File: config.mk
export PLATFORM = sky130hd
export DESIGN_NAME = updown_sweep_ctrl
export DESIGN_NICKNAME = d
export VERILOG_FILES = /design/src/rtl/updown_sweep_ctrl.sv
export SDC_FILE = /design/constraint.sdc
export NUM_CORES = 1
export LEC_CHECK = 0
export ABC_AREA = 1
export BUFFER_PORTS_ARGS = -buffer_cell sky130_fd_sc_hd__clkbuf_2
export CORE_AREA = 2 2 57 81
export DETAILED_ROUTE_END_ITERATION = 12
export DIE_AREA = 0 0 59 83
export PLACE_DENSITY_LB_ADDON = 0.08
export SLEW_MARGIN = 15
export SYNTH_ARGS = -nofsm -noshare
export SYNTH_HDL_FRONTEND = slang
export SYNTH_SLANG_ARGS = --single-unit
File: constraint.sdc
create_clock -name clk -period 5.2 [get_ports clk]
set_clock_uncertainty 0.2 [all_clocks]
set_input_delay 1.04 -clock clk [delete_from_list [all_inputs] [get_ports clk]]
set_output_delay 1.04 -clock clk [all_outputs]
set_load 0.05 [all_outputs]
File: src/rtl/updown_sweep_ctrl.sv
// Triangle sweep controller: runs a 5-bit counter lo -> hi -> lo for a programmed pass count.
// Optional abort input is compiled in when UPDOWN_SWEEP_ABORT_EN is defined.
`timescale 1ns/1ps

module updown_sweep_ctrl #(
    parameter int WIDTH  = 5,
    parameter int PASS_W = 4
) (
    input  logic              clk,
    input  logic              reset,
    input  logic              start,
    input  logic [WIDTH-1:0]  lo,
    input  logic [WIDTH-1:0]  hi,
    input  logic [PASS_W-1:0] passes,
    input  logic              hold,
`ifdef UPDOWN_SWEEP_ABORT_EN
    input  logic              abort,
`endif
    output logic [WIDTH-1:0]  dout,
    output logic              mode,
    output logic              busy,
    output logic              done,
    output logic              err,
    output logic [PASS_W-1:0] pass_cnt
);

    typedef enum logic [1:0] {IDLE, UP, DOWN, DONE} state_t;

    localparam logic [WIDTH-1:0]  ONE_W = 1;
    localparam logic [PASS_W-1:0] ONE_P = 1;

    state_t              state, state_nx;
    logic [WIDTH-1:0]    lo_r, hi_r, lo_nx, hi_nx, dout_nx;
    logic [PASS_W-1:0]   passes_r, passes_nx, pass_cnt_nx, pass_inc;
    logic                mode_nx, busy_nx, done_nx, err_nx;
    logic                abort_req;

`ifdef UPDOWN_SWEEP_ABORT_EN
    assign abort_req = abort;
`else
    assign abort_req = 1'b0;
`endif

    assign pass_inc = pass_cnt + ONE_P;

    // NOTE: every signal gets its hold-value default first so no path leaves one unassigned (no latches).
    always_comb begin
        state_nx    = state;
        lo_nx       = lo_r;
        hi_nx       = hi_r;
        passes_nx   = passes_r;
        dout_nx     = dout;
        mode_nx     = mode;
        busy_nx     = busy;
        pass_cnt_nx = pass_cnt;
        done_nx     = 1'b0;
        err_nx      = 1'b0;

        case (state)
            IDLE: begin
                if (start) begin
                    if ((lo < hi) && (passes != '0)) begin
                        lo_nx       = lo;
                        hi_nx       = hi;
                        passes_nx   = passes;
                        dout_nx     = lo;
                        pass_cnt_nx = '0;
                        mode_nx     = 1'b0;
                        busy_nx     = 1'b1;
                        state_nx    = UP;
                    end else begin
                        err_nx = 1'b1;
                    end
                end
            end

            UP, DOWN: begin
                // Abort outranks hold so a frozen sweep can still be terminated.
                if (abort_req) begin
                    state_nx = DONE;
                    busy_nx  = 1'b0;
                    done_nx  = 1'b1;
                    mode_nx  = 1'b0;
                end else if (!hold) begin
                    if (state == UP) begin
                        if (dout < hi_r) begin
                            dout_nx = dout + ONE_W;
                        end else begin
                            dout_nx  = hi_r - ONE_W;
                            mode_nx  = 1'b1;
                            state_nx = DOWN;
                        end
                    end else begin
                        if (dout > lo_r) begin
                            dout_nx = dout - ONE_W;
                        end else begin
                            pass_cnt_nx = pass_inc;
                            if (pass_inc == passes_r) begin
                                state_nx = DONE;
                                busy_nx  = 1'b0;
                                done_nx  = 1'b1;
                                mode_nx  = 1'b0;
                            end else begin
                                state_nx = UP;
                                mode_nx  = 1'b0;
                                dout_nx  = lo_r + ONE_W;
                            end
                        end
                    end
                end
            end

            DONE: state_nx = IDLE;

            default: state_nx = IDLE;
        endcase
    end

    // NOTE: sequential state uses non-blocking assignments so all registers update together on the edge.
    always_ff @(posedge clk) begin
        if (reset) begin
            state    <= IDLE;
            lo_r     <= '0;
            hi_r     <= '0;
            passes_r <= '0;
            dout     <= '0;
            mode     <= 1'b0;
            busy     <= 1'b0;
            done     <= 1'b0;
            err      <= 1'b0;
            pass_cnt <= '0;
        end else begin
            state    <= state_nx;
            lo_r     <= lo_nx;
            hi_r     <= hi_nx;
            passes_r <= passes_nx;
            dout     <= dout_nx;
            mode     <= mode_nx;
            busy     <= busy_nx;
            done     <= done_nx;
            err      <= err_nx;
            pass_cnt <= pass_cnt_nx;
        end
    end

endmodule

==> impl_metrics.csv, run 1 <==
group,metric,value,unit
power_and_ir_drop,pwr-share-clk,11.4,%
worst_setup_path,cp.required,5.15,ns
global_routing,grt_max_degree,29,
timing,setup_viol,0,
die,io_pins,31,
timing,finalHoldViolations,0,
yosys,synth_area_leaders,"dfxtp_1 (27%), nand2_1 (14%), ha_1 (13%), inv_1 (7.6%), nand3_1 (7.4%)",
worst_setup_path,critical_path.cell_chain,"clkbuf_2 > inv_1 > ha_1 > a21oi_1 > nand2_1 > nor2_1 > nand2_1 > inv_1 > nand3_2 > o21ai_1 > a21oi_1",
power_and_ir_drop,intPower,731,uW
yosys,post_synth_fa_ha_maj_area_fraction,13.3,%
clock_network,clock_latency,0.28,ns
yosys,synthMuxAreaShare,0,%
finish,fill_cells,421,
routing,drtAntennaViolNets,0,
routing,via_per_inst,5.31,
worst_setup_path,crit_family,"simple AND/OR/NAND/NOR gates",
clock_network,cts_buffers,5,
place,place.port_buffers,30,
routing,drt_pass1_iterations,5,
worst_setup_path,critPathMaxFanout,28,
clock_network,clockBufferDepth,2,
yosys,synthesis.area,2170,um2
global_routing,grt_use_total,22.8,%
yosys,yosys.area.top_type,"dfxtp_1",
clock_network,cts_root_buf,"clkbuf_8",
routing,met2_length,2840,um
clock_network,ctsResizeCount,0,
yosys,synthDistinctLibCells,28,
global_routing,first_global_vias,1933,
yosys,synth_area_per_cell,6.66,um2
power_and_ir_drop,peakVddDrop,0.474,mV
worst_setup_path,slowest_delay,0.38,ns
timing,layout_setup_ws,2.45,ns
clock_network,postCtsHoldBufs,0,
routing,routed.top_layer,"met4",
power_and_ir_drop,fin_total_pwr,1620,uW
die,die_area,4900,um2
timing,rsz0062_at_grt,"false",
die,core-area,4130,um2
clock_network,path_clk_slew,0.06,ns
global_routing,grt_pass1_wl,8580,um
worst_setup_path,cpMaxStageDelayCell,"nand3_2",
timing,finalSetupTns,0,ns
routing,dr_wl_met3,178,um
worst_setup_path,path_buf_inv,3,
routing,drt-met1-wl,2130,um
yosys,syn_inst,326,
power_and_ir_drop,combPwrFrac,66.9,%
power_and_ir_drop,p_leak,0.00120,uW
timing,finalCriticalPeriod,2.75,ns
die,rows,28,
place,place_congestion,0.904,
yosys,synth_nets,367,
die,initial_core_util,52.5,%
clock_network,h-tree-depth,2,
finish,drive_gt1_share,16.6,%
power_and_ir_drop,seqPwrFrac,21.7,%
global_routing,grt_overflow_total,0,
finish,area_growth,12.1,%
finish,fin_util,58.9,%
yosys,synth_top_area_share,26.7,%
finish,diodes,0,
power_and_ir_drop,p_sw,890,uW
die,chipWidth,59,um
timing,max_freq,364,MHz
finish,finalNonFillerCells,401,
worst_setup_path,cp-start-kind,"input port",
place,dp_cells,394,
timing,relSlewSlack,61.5,%
worst_setup_path,worstSetupPathType,"in2reg",
worst_setup_path,arrival,2.70,ns
yosys,synth_compound_area_share,13.3,%
clock_network,cts_setup_buffers,0,
yosys,ys_ff_latch,29,
finish,final_nets,397,
place,hpwl,4220,um
yosys,synthSimpleGateAreaFrac,33.4,%
global_routing,antenna_found_initial,0,
timing,slew_violations,0,
timing,post-route-period-util,52.9,%
status,outcome,"completed",
routing,num_vias,2129,
power_and_ir_drop,swShare,54.9,%
worst_setup_path,endpoint_kind,"flop",
clock_network,cts_tree,"built",
place,pre_cts_slack,2.15,ns
yosys,yosysWarnings,0,
yosys,synth_top_family_by_area,"simple AND/OR/NAND/NOR gates",
die,die_h,83,um
hold_path,hp-class,"reg2reg",
power_and_ir_drop,power.density,666,nW/um2
yosys,ys_seq_area_share,26.7,%
yosys,synth_xor_area_share,3.63,%
routing,drt-wirelength-per-cell,13.4,um
timing,worstMarginPinSlew,0.577,ns
clock_network,cts_sinks,29,
routing,drt_iter0_markers,55,
routing,drc,0,
routing,wirelength,5360,um
run,maxCapViolCount,0,
## synth_stat cells
| master | instances |
|---|---|
| nor2_4 | 3 |
| nand3_2 | 4 |
| nor2_2 | 2 |
| inv_1 | 44 |
| o21ai_2 | 1 |
| and2_0 | 1 |
| nor3_1 | 3 |
| xor2_1 | 7 |
| a211oi_1 | 1 |
| or2_1 | 1 |
| a21oi_2 | 3 |
| inv_2 | 4 |
| a21oi_1 | 28 |
| dfxtp_1 | 29 |
| nand4_1 | 6 |
| nand2_1 | 79 |
| o21ai_0 | 16 |
| xnor2_1 | 2 |
| buf_2 | 3 |
| ha_1 | 23 |
| nand3_1 | 32 |
| nand3b_1 | 1 |
| nand2_2 | 2 |
| nor2_1 | 18 |
| clkbuf_1 | 4 |
| nand2_4 | 1 |
| or2_2 | 3 |
| o21ai_1 | 5 |
## layout make-up
cell class                      count  area, um2  share of cell area [%]
Clock buffer                        7       86.3                    3.55
Inverter                           48        180                    7.40
Sequential cell                    29        581                    23.9
Timing Repair Buffer               30        150                    6.17
Multi-Input combinational cell    242       1380                    56.7
Tap cell                           45       56.3                    2.31
## worst paths after layout
| check | startpoint | endpoint | slack (ns) | depth (start not counted) |
|---|---|---|---|---|
| max reg2reg | state[0] | pass_cnt[0] | 2.86 | 8 |
| min | mode | mode | 0.25 | 2 |
| min reg2reg | mode | mode | 0.25 | 2 |
| max | hi[4] | lo_r[3] | 2.45 | 11 |
## worst reg2reg max path: cells and delay by family, from the launching register on
family          cells  cell delay [ns]
simple gates        3             0.25
compound gates      2             0.38
fa+ha+maj           1             0.67
buf+inv             2             0.40
flops               1             0.39
## power by group through the flow
stage	sequential (uW)	combinational, uW	clock, uW
global placement	355	1070	0
CTS	351	1090	188
detailed placement	355	1080	0
global route	360	1220	195
finish	351	1080	185
floorplan	425	773	0
## state kept, by name (all words and copies together), names as in the netlist
name,cells
err,1
pass_cnt,4
dout,5
state,2
hi_r,5
mode,1
busy,1
lo_r,5
done,1
passes_r,4
## routing by layer
| metal | track usage, % | vias to the layer above |
|---|---|---|
| met2 | 42.1 | 44 |
| met5 | 0 | - |
| met1 | 23.5 | 953 |
| met4 | 10.5 | 0 |
| met3 | 4.21 | 15 |
| li1 | - | 1117 |
## cells by family after synthesis
group           count (synthesis)
simple gates                  156
buf+inv                        55
compound gates                 54
flops                          29
fa+ha+maj                      23
xor+xnor                        9
## metrics by stage
stage	hold slack, ns	instance area (um2)
after CTS	0.252	2430
after floorplan	0.243	2170
final	0.248	2430
after detailed placement	0.239	2350
after global routing	0.271	2430
after global placement	0.232	2350
## placed cells by master (no fill, tap or decap)
master and n:
nand2_1 79, inv_1 44, nand3_1 32, clkbuf_2 30
dfxtp_1 29, a21oi_1 28, ha_1 23, nor2_1 18
o21ai_0 16, xor2_1 7, nand4_1 6, clkbuf_8 6
o21ai_1 5, inv_2 4, nand3_2 4, nor2_4 3
or2_2 3, a21oi_2 3, nor3_1 3, nor2_2 2
nand2_2 2, xnor2_1 2, and2_0 1, or2_1 1
nand2_4 1, o21ai_2 1, nand3b_1 1, a211oi_1 1
clkbuf_1 1
(Power assumes the default switching activity.)
==> inputs of run 2 (changes only) <==
--- a/config.mk
+++ b/config.mk
@@ -5,11 +5,11 @@
 export SDC_FILE = /design/constraint.sdc
 export NUM_CORES = 1
 export LEC_CHECK = 0
-export ABC_AREA = 1
+export ABC_AREA = 0
 export BUFFER_PORTS_ARGS = -buffer_cell sky130_fd_sc_hd__clkbuf_2
-export CORE_AREA = 2 2 57 81
+export CORE_AREA = 2 2 57 80
 export DETAILED_ROUTE_END_ITERATION = 12
-export DIE_AREA = 0 0 59 83
+export DIE_AREA = 0 0 59 82
 export PLACE_DENSITY_LB_ADDON = 0.08
 export SLEW_MARGIN = 15
 export SYNTH_ARGS = -nofsm -noshare
==> constraint.sdc (replaced) <==
create_clock -name clk -period 2.6 [get_ports clk]
set_clock_uncertainty 0.2 [all_clocks]
set_input_delay 0.52 -clock clk [delete_from_list [all_inputs] [get_ports clk]]
set_output_delay 0.52 -clock clk [all_outputs]
set_load 0.05 [all_outputs]
==> impl_metrics.csv, run 2 <==
group,metric,value,unit
status,outcome,"completed",
clock_network,path_clk_slew,0.07,ns
place,dp_cells,346,
worst_setup_path,slowest_delay,0.49,ns
yosys,synthMuxAreaShare,9.41,%
clock_network,ctsResizeCount,0,
yosys,synth_compound_area_share,19.8,%
worst_setup_path,path_buf_inv,1,
hold_path,hp-class,"reg2reg",
clock_network,cts_sinks,29,
finish,top_regs,"dout x5, hi_r x5, lo_r x5",
clock_network,cts_buffers,5,
yosys,synth_top_flop_cell,"dfxtp_1",
clock_network,cts_setup_buffers,0,
global_routing,grt_use_total,25.2,%
global_routing,grt_overflow_total,0,
clock_network,cts_tree,"built",
timing,finalHoldViolations,0,
yosys,synth_xor_area_share,7.82,%
yosys,synthesis.area,2130,um2
timing,setup_viol,0,
routing,drc,0,
global_routing,grt_max_degree,24,
clock_network,postCtsHoldBufs,0,
finish,diodes,0,
die,die_h,82,um
die,io_pins,31,
yosys,synth_nets,292,
finish,final_nets,349,
yosys,async_reset_ff_share,0,%
power_and_ir_drop,fin_total_pwr,2430,uW
clock_network,cts_root_buf,"clkbuf_8",
power_and_ir_drop,power.density,924,nW/um2
finish,area_growth,23.4,%
yosys,yosys.area.top_type,"dfxtp_1",
routing,wirelength,5660,um
yosys,synth.most_common_cell,"inv_1",
worst_setup_path,cpMaxStageDelayCell,"or4_1",
timing,finalCriticalPeriod,2.47,ns
routing,drt_iter0_markers,130,
routing,num_vias,2091,
global_routing,first_global_vias,2001,
clock_network,clockBufferDepth,2,
yosys,syn_inst,251,
timing,rsz0062_at_grt,"false",
timing,relSlewSlack,58.4,%
timing,layout_setup_ws,0.126,ns
yosys,yosysWarnings,0,
timing,max_freq,404,MHz
worst_setup_path,cp-start-kind,"input port",
timing,worstMarginPinSlew,0.618,ns
yosys,ys_ff_latch,29,
finish,drive_gt1_share,24.7,%
yosys,synth_top_area_share,27.3,%
routing,drtAntennaViolNets,0,
power_and_ir_drop,p_leak,0.00126,uW
die,chipWidth,59,um
yosys,synth_area_per_cell,8.48,um2
yosys,synth_top_family_by_area,"compound AO/OA/AOI/OAI gates",
yosys,ys_seq_area_share,27.3,%
run,maxCapViolCount,0,
clock_network,h-tree-depth,2,
die,rows,28,
timing,slew_violations,0,
power_and_ir_drop,peakVddDrop,0.486,mV
yosys,post_synth_fa_ha_maj_area_fraction,13.5,%
yosys,synth_common_cells,"inv_1 (30), dfxtp_1 (29), nor2_1 (25)",
global_routing,grt_pass1_wl,9140,um
worst_setup_path,endpoint_kind,"flop",
worst_setup_path,crit_family,"compound AO/OA/AOI/OAI gates",
routing,drt-wirelength-per-cell,16.0,um
finish,most-common-layout-cells,"inv_1 (30), clkbuf_2 (30), buf_4 (27)",
place,hpwl,4480,um
routing,via_per_inst,5.92,
die,initial_core_util,51.5,%
worst_setup_path,arrival,2.48,ns
clock_network,clock_latency,0.28,ns
yosys,synth_edf_count,0,
global_routing,antenna_found_initial,0,
finish,finalNonFillerCells,353,
place,pre_cts_slack,-0.187,ns
place,place_congestion,0.917,
worst_setup_path,critical_path.cell_chain,"clkbuf_2 > ha_1 > a21o_1 > a2111oi_4 > o21ai_2 > and2_4 > or4_1 > a31oi_1",
place,place.port_buffers,30,
yosys,synthDistinctLibCells,50,
die,core-area,4130,um2
yosys,synthSimpleGateAreaFrac,15.6,%
worst_setup_path,cp.required,2.61,ns
routing,drt_pass1_iterations,4,
yosys,synth_area_leaders,"dfxtp_1 (27%), ha_1 (14%), mux2i_1 (9.4%), xnor2_1 (6.6%), inv_1 (5.3%)",
timing,finalSetupTns,0,ns
die,die_area,4840,um2
worst_setup_path,worstSetupPathType,"in2reg",
worst_setup_path,critPathMaxFanout,4,
timing,post-route-period-util,95.2,%
==> run 2: cell types whose count changed after synthesis, sizes merged, moves of 4 or more <==
cell / delta
nand4: -6
o21ai: -19
inv: -18
or2: -4
a21oi: -17
nand3: -22
mux2i: +20
a31oi: +5
xor2: -4
nand2: -72
o22ai: +5
xnor2: +14
==> run 2: area by class of cell <==
| class | count | area [um2] |
|---|---|---|
| flip-flops and latches | 29 | 587 |
| clock buffers | 5 | 68.8 |
| multi-input cells | 185 | 1410 |
| inverters | 30 | 113 |
| repair buffers | 57 | 353 |
| well taps | 45 | 56.3 |
| fillers | 384 | 1510 |
| clock inverters | 2 | 35.0 |
==> run 2: logic make-up after synthesis <==
logic type / after synthesis
buf+inv: 37
flops: 29
simple gates: 68
mux: 20
xor+xnor: 19
compound gates: 55
fa+ha+maj: 23
==> run 2: where the power goes <==
| group | leakage (uW) | switching [uW] | internal [uW] |
|---|---|---|---|
| clock network | 0.0000540 | 175 | 278 |
| registers | 0.000239 | 72.6 | 510 |
| logic | 0.000971 | 799 | 592 |
==> run 2: metrics by stage <==
stage	hold slack (ns)	util (%)	cell area (um2)
3_5_place_dp	0.266	60.9	2520
5_1_grt	0.306	63.5	2630
3_3_place_gp	0.265	60.9	2520
4_1_cts	0.275	63.4	2620
6_report	0.272	63.5	2630
2_1_floorplan	0.254	-	2130
==> run 2: tightest hold or removal path, stage by stage, from the launching register on <==
cell and delay, ns:
dfxtp_1 0.31, o31ai_1 0.06, a21oi_1 0.05
==> run 2: per-layer routing <==
metal	part of all wire, %	global-route usage [%]	vias to the layer above	wire, um
met4	2.8	8.86	0	156
met1	39	27.4	1007	2230
met3	4.2	4.41	14	237
met2	54	47.8	61	3040
met5	0	0	-	0
li1	-	-	1009	-
==> run 2: final timing paths <==
check,to,start,depth (start not counted),slack (ns)
hold reg to reg,busy,busy,2,0.27
setup / recovery,state[1],lo[3],8,0.13
hold / removal,busy,busy,2,0.27
setup reg to reg,dout[2],hi_r[2],8,0.16
==> inputs of run 3 (changes only) <==
--- a/config.mk
+++ b/config.mk
@@ -7,9 +7,9 @@
 export LEC_CHECK = 0
 export ABC_AREA = 0
 export BUFFER_PORTS_ARGS = -buffer_cell sky130_fd_sc_hd__clkbuf_2
-export CORE_AREA = 2 2 57 80
+export CORE_AREA = 10 10 65 88
 export DETAILED_ROUTE_END_ITERATION = 12
-export DIE_AREA = 0 0 59 82
+export DIE_AREA = 0 0 75 98
 export PLACE_DENSITY_LB_ADDON = 0.08
 export SLEW_MARGIN = 15
 export SYNTH_ARGS = -nofsm -noshare
==> impl_metrics.csv, run 3 (same netlist as run 2, synthesis figures left out) <==
group,metric,value,unit
global_routing,grt_pass1_wl,9540,um
timing,finalCriticalPeriod,2.53,ns
power_and_ir_drop,p_sw,1030,uW
die,rows,28,
finish,final_area,2600,um2
global_routing,grt_max_degree,24,
die,die_h,98,um
routing,wirelength,5730,um
timing,setup_viol,0,
worst_setup_path,critical_path_depth,8,
clock_network,clockBufferDepth,2,
place,place.port_buffers,30,
timing,slew_violations,0,
global_routing,first_global_vias,2040,
place,hpwl,4590,um
finish,diodes,0,
clock_network,cts_root_buf,"clkbuf_8",
finish,most-common-layout-cells,"inv_1 (30), clkbuf_2 (30), nor2_1 (25)",
finish,finalNonFillerCells,350,
worst_setup_path,endpoint_kind,"flop",
worst_setup_path,arrival,2.53,ns
die,die_area,7350,um2
routing,routed.top_layer,"met4",
timing,worstMarginPinSlew,0.589,ns
power_and_ir_drop,peakVddDrop,0.575,mV
routing,drt_iter0_markers,98,
die,io_pins,31,
worst_setup_path,slowest_delay,0.52,ns
clock_network,path_clk_slew,0.06,ns
clock_network,clock_latency,0.27,ns
clock_network,cts_buffers,5,
place,dp_cells,343,
routing,num_vias,2047,
routing,drt-wirelength-per-cell,16.4,um
routing,drt-met1-wl,2230,um
worst_setup_path,cpMaxStageDelayCell,"or4_1",
finish,drive_gt1_share,23.6,%
place,place_area,2510,um2
place,place_congestion,0.846,
hold_path,hp-class,"reg2reg",
routing,drt_pass1_iterations,4,
finish,area_growth,22.1,%
worst_setup_path,crit_family,"compound AO/OA/AOI/OAI gates",
routing,dr_wl_met3,312,um
global_routing,antenna_found_initial,0,
finish,top_regs,"dout x5, hi_r x5, lo_r x5",
power_and_ir_drop,power.density,880,nW/um2
finish,fin_util,62.3,%
worst_setup_path,cp-start-kind,"input port",
clock_network,h-tree-depth,2,
global_routing,grt_overflow_total,0,
die,core-area,4170,um2
timing,finalHoldViolations,0,
power_and_ir_drop,pwr-share-clk,14.7,%
power_and_ir_drop,combPwrFrac,59.8,%
clock_network,postCtsHoldBufs,0,
worst_setup_path,cp.required,2.60,ns
die,chipWidth,75,um
finish,final_nets,347,
clock_network,cts_sinks,29,
worst_setup_path,reg2reg_depth,10,
run,maxCapViolCount,0,
timing,rsz0062_at_grt,"false",
power_and_ir_drop,swShare,45.0,%
global_routing,grt_use_total,16.2,%
power_and_ir_drop,fin_total_pwr,2290,uW
routing,via_per_inst,5.85,
power_and_ir_drop,seqPwrFrac,25.5,%
routing,drc,0,
worst_setup_path,worstSetupPathType,"in2reg",
hold_path,min_path_cells,2,
routing,met2_length,3050,um
timing,max_freq,396,MHz
finish,fill_cells,404,
power_and_ir_drop,p_leak,0.00125,uW
timing,post-route-period-util,97.2,%
timing,fin_hold_ws,0.278,ns
worst_setup_path,critical_path.cell_chain,"clkbuf_2 > ha_1 > a21o_1 > a2111oi_4 > o21ai_2 > and2_4 > or4_1 > a31oi_1",
power_and_ir_drop,intPower,1260,uW
worst_setup_path,path_buf_inv,1,
routing,drtAntennaViolNets,0,
worst_setup_path,critPathMaxFanout,6,
die,initial_core_util,51.1,%
clock_network,cts_tree,"built",
timing,relSlewSlack,60.4,%
status,outcome,"completed",
[run 3: changes by cell type in the layout (fill, tap and decap cells not counted), sizes merged]
| cell | previous run | this run |
|---|---|---|
| buf | 27 | 25 |
| bufinv | 1 | 0 |
[run 3: worst min-delay path: stages (launching register included)]
cell and delay, ns:
dfxtp_1 0.31, o31ai_1 0.06, a21oi_1 0.06
[run 3: metal layers]
metal | global-route usage, % | vias up
met2 | 27.9 | 59
met3 | 3.95 | 10
li1 | - | 1010
met1 | 18.0 | 968
met5 | 0 | -
met4 | 6.73 | 0
[run 3: path summary, 6_finish.rpt]
kind / startpoint / slack (ns) / to
worst max-delay path: lo[3] / 0.07 / state[1]
worst min-delay path: busy / 0.28 / busy
worst max register to register: lo_r[2] / 0.17 / pass_cnt[3]
worst min register to register: busy / 0.28 / busy
[run 3: power by group through the flow]
stage / clock network (uW) / registers, uW / logic [uW]
global route: 368 / 593 / 1490
detailed placement: 0 / 595 / 1340
global placement: 0 / 594 / 1320
floorplan: 0 / 694 / 824
finish: 336 / 583 / 1370
CTS: 345 / 585 / 1340
[run 3: final cells by class]
cell class              count  area, um2  share of cell area (%)
clock buffers               5       68.8                    2.65
repair buffers             55        350                    13.5
multi-input cells         185       1420                    54.6
inverters                  30        113                    4.33
clock inverters             1       5.00                   0.193
well taps                  45       56.3                    2.17
flip-flops and latches     29        587                    22.6
[run 3: what timing repair did]
action                                 in CTS  in global routing
setup endpoints to repair                   0                  1
gates resized for setup                     0                  1
buffers inserted                            0                  1
endpoints found under the hold margin       0                  0
[run 3: metrics by stage]
step,setup TNS [ns],worst slack (ns)
after global routing,0,0.0000666
after floorplan,0,0.0379
after detailed placement,-0.724,-0.182
after global placement,-0.428,-0.121
final,0,0.0730
after CTS,0,0.110
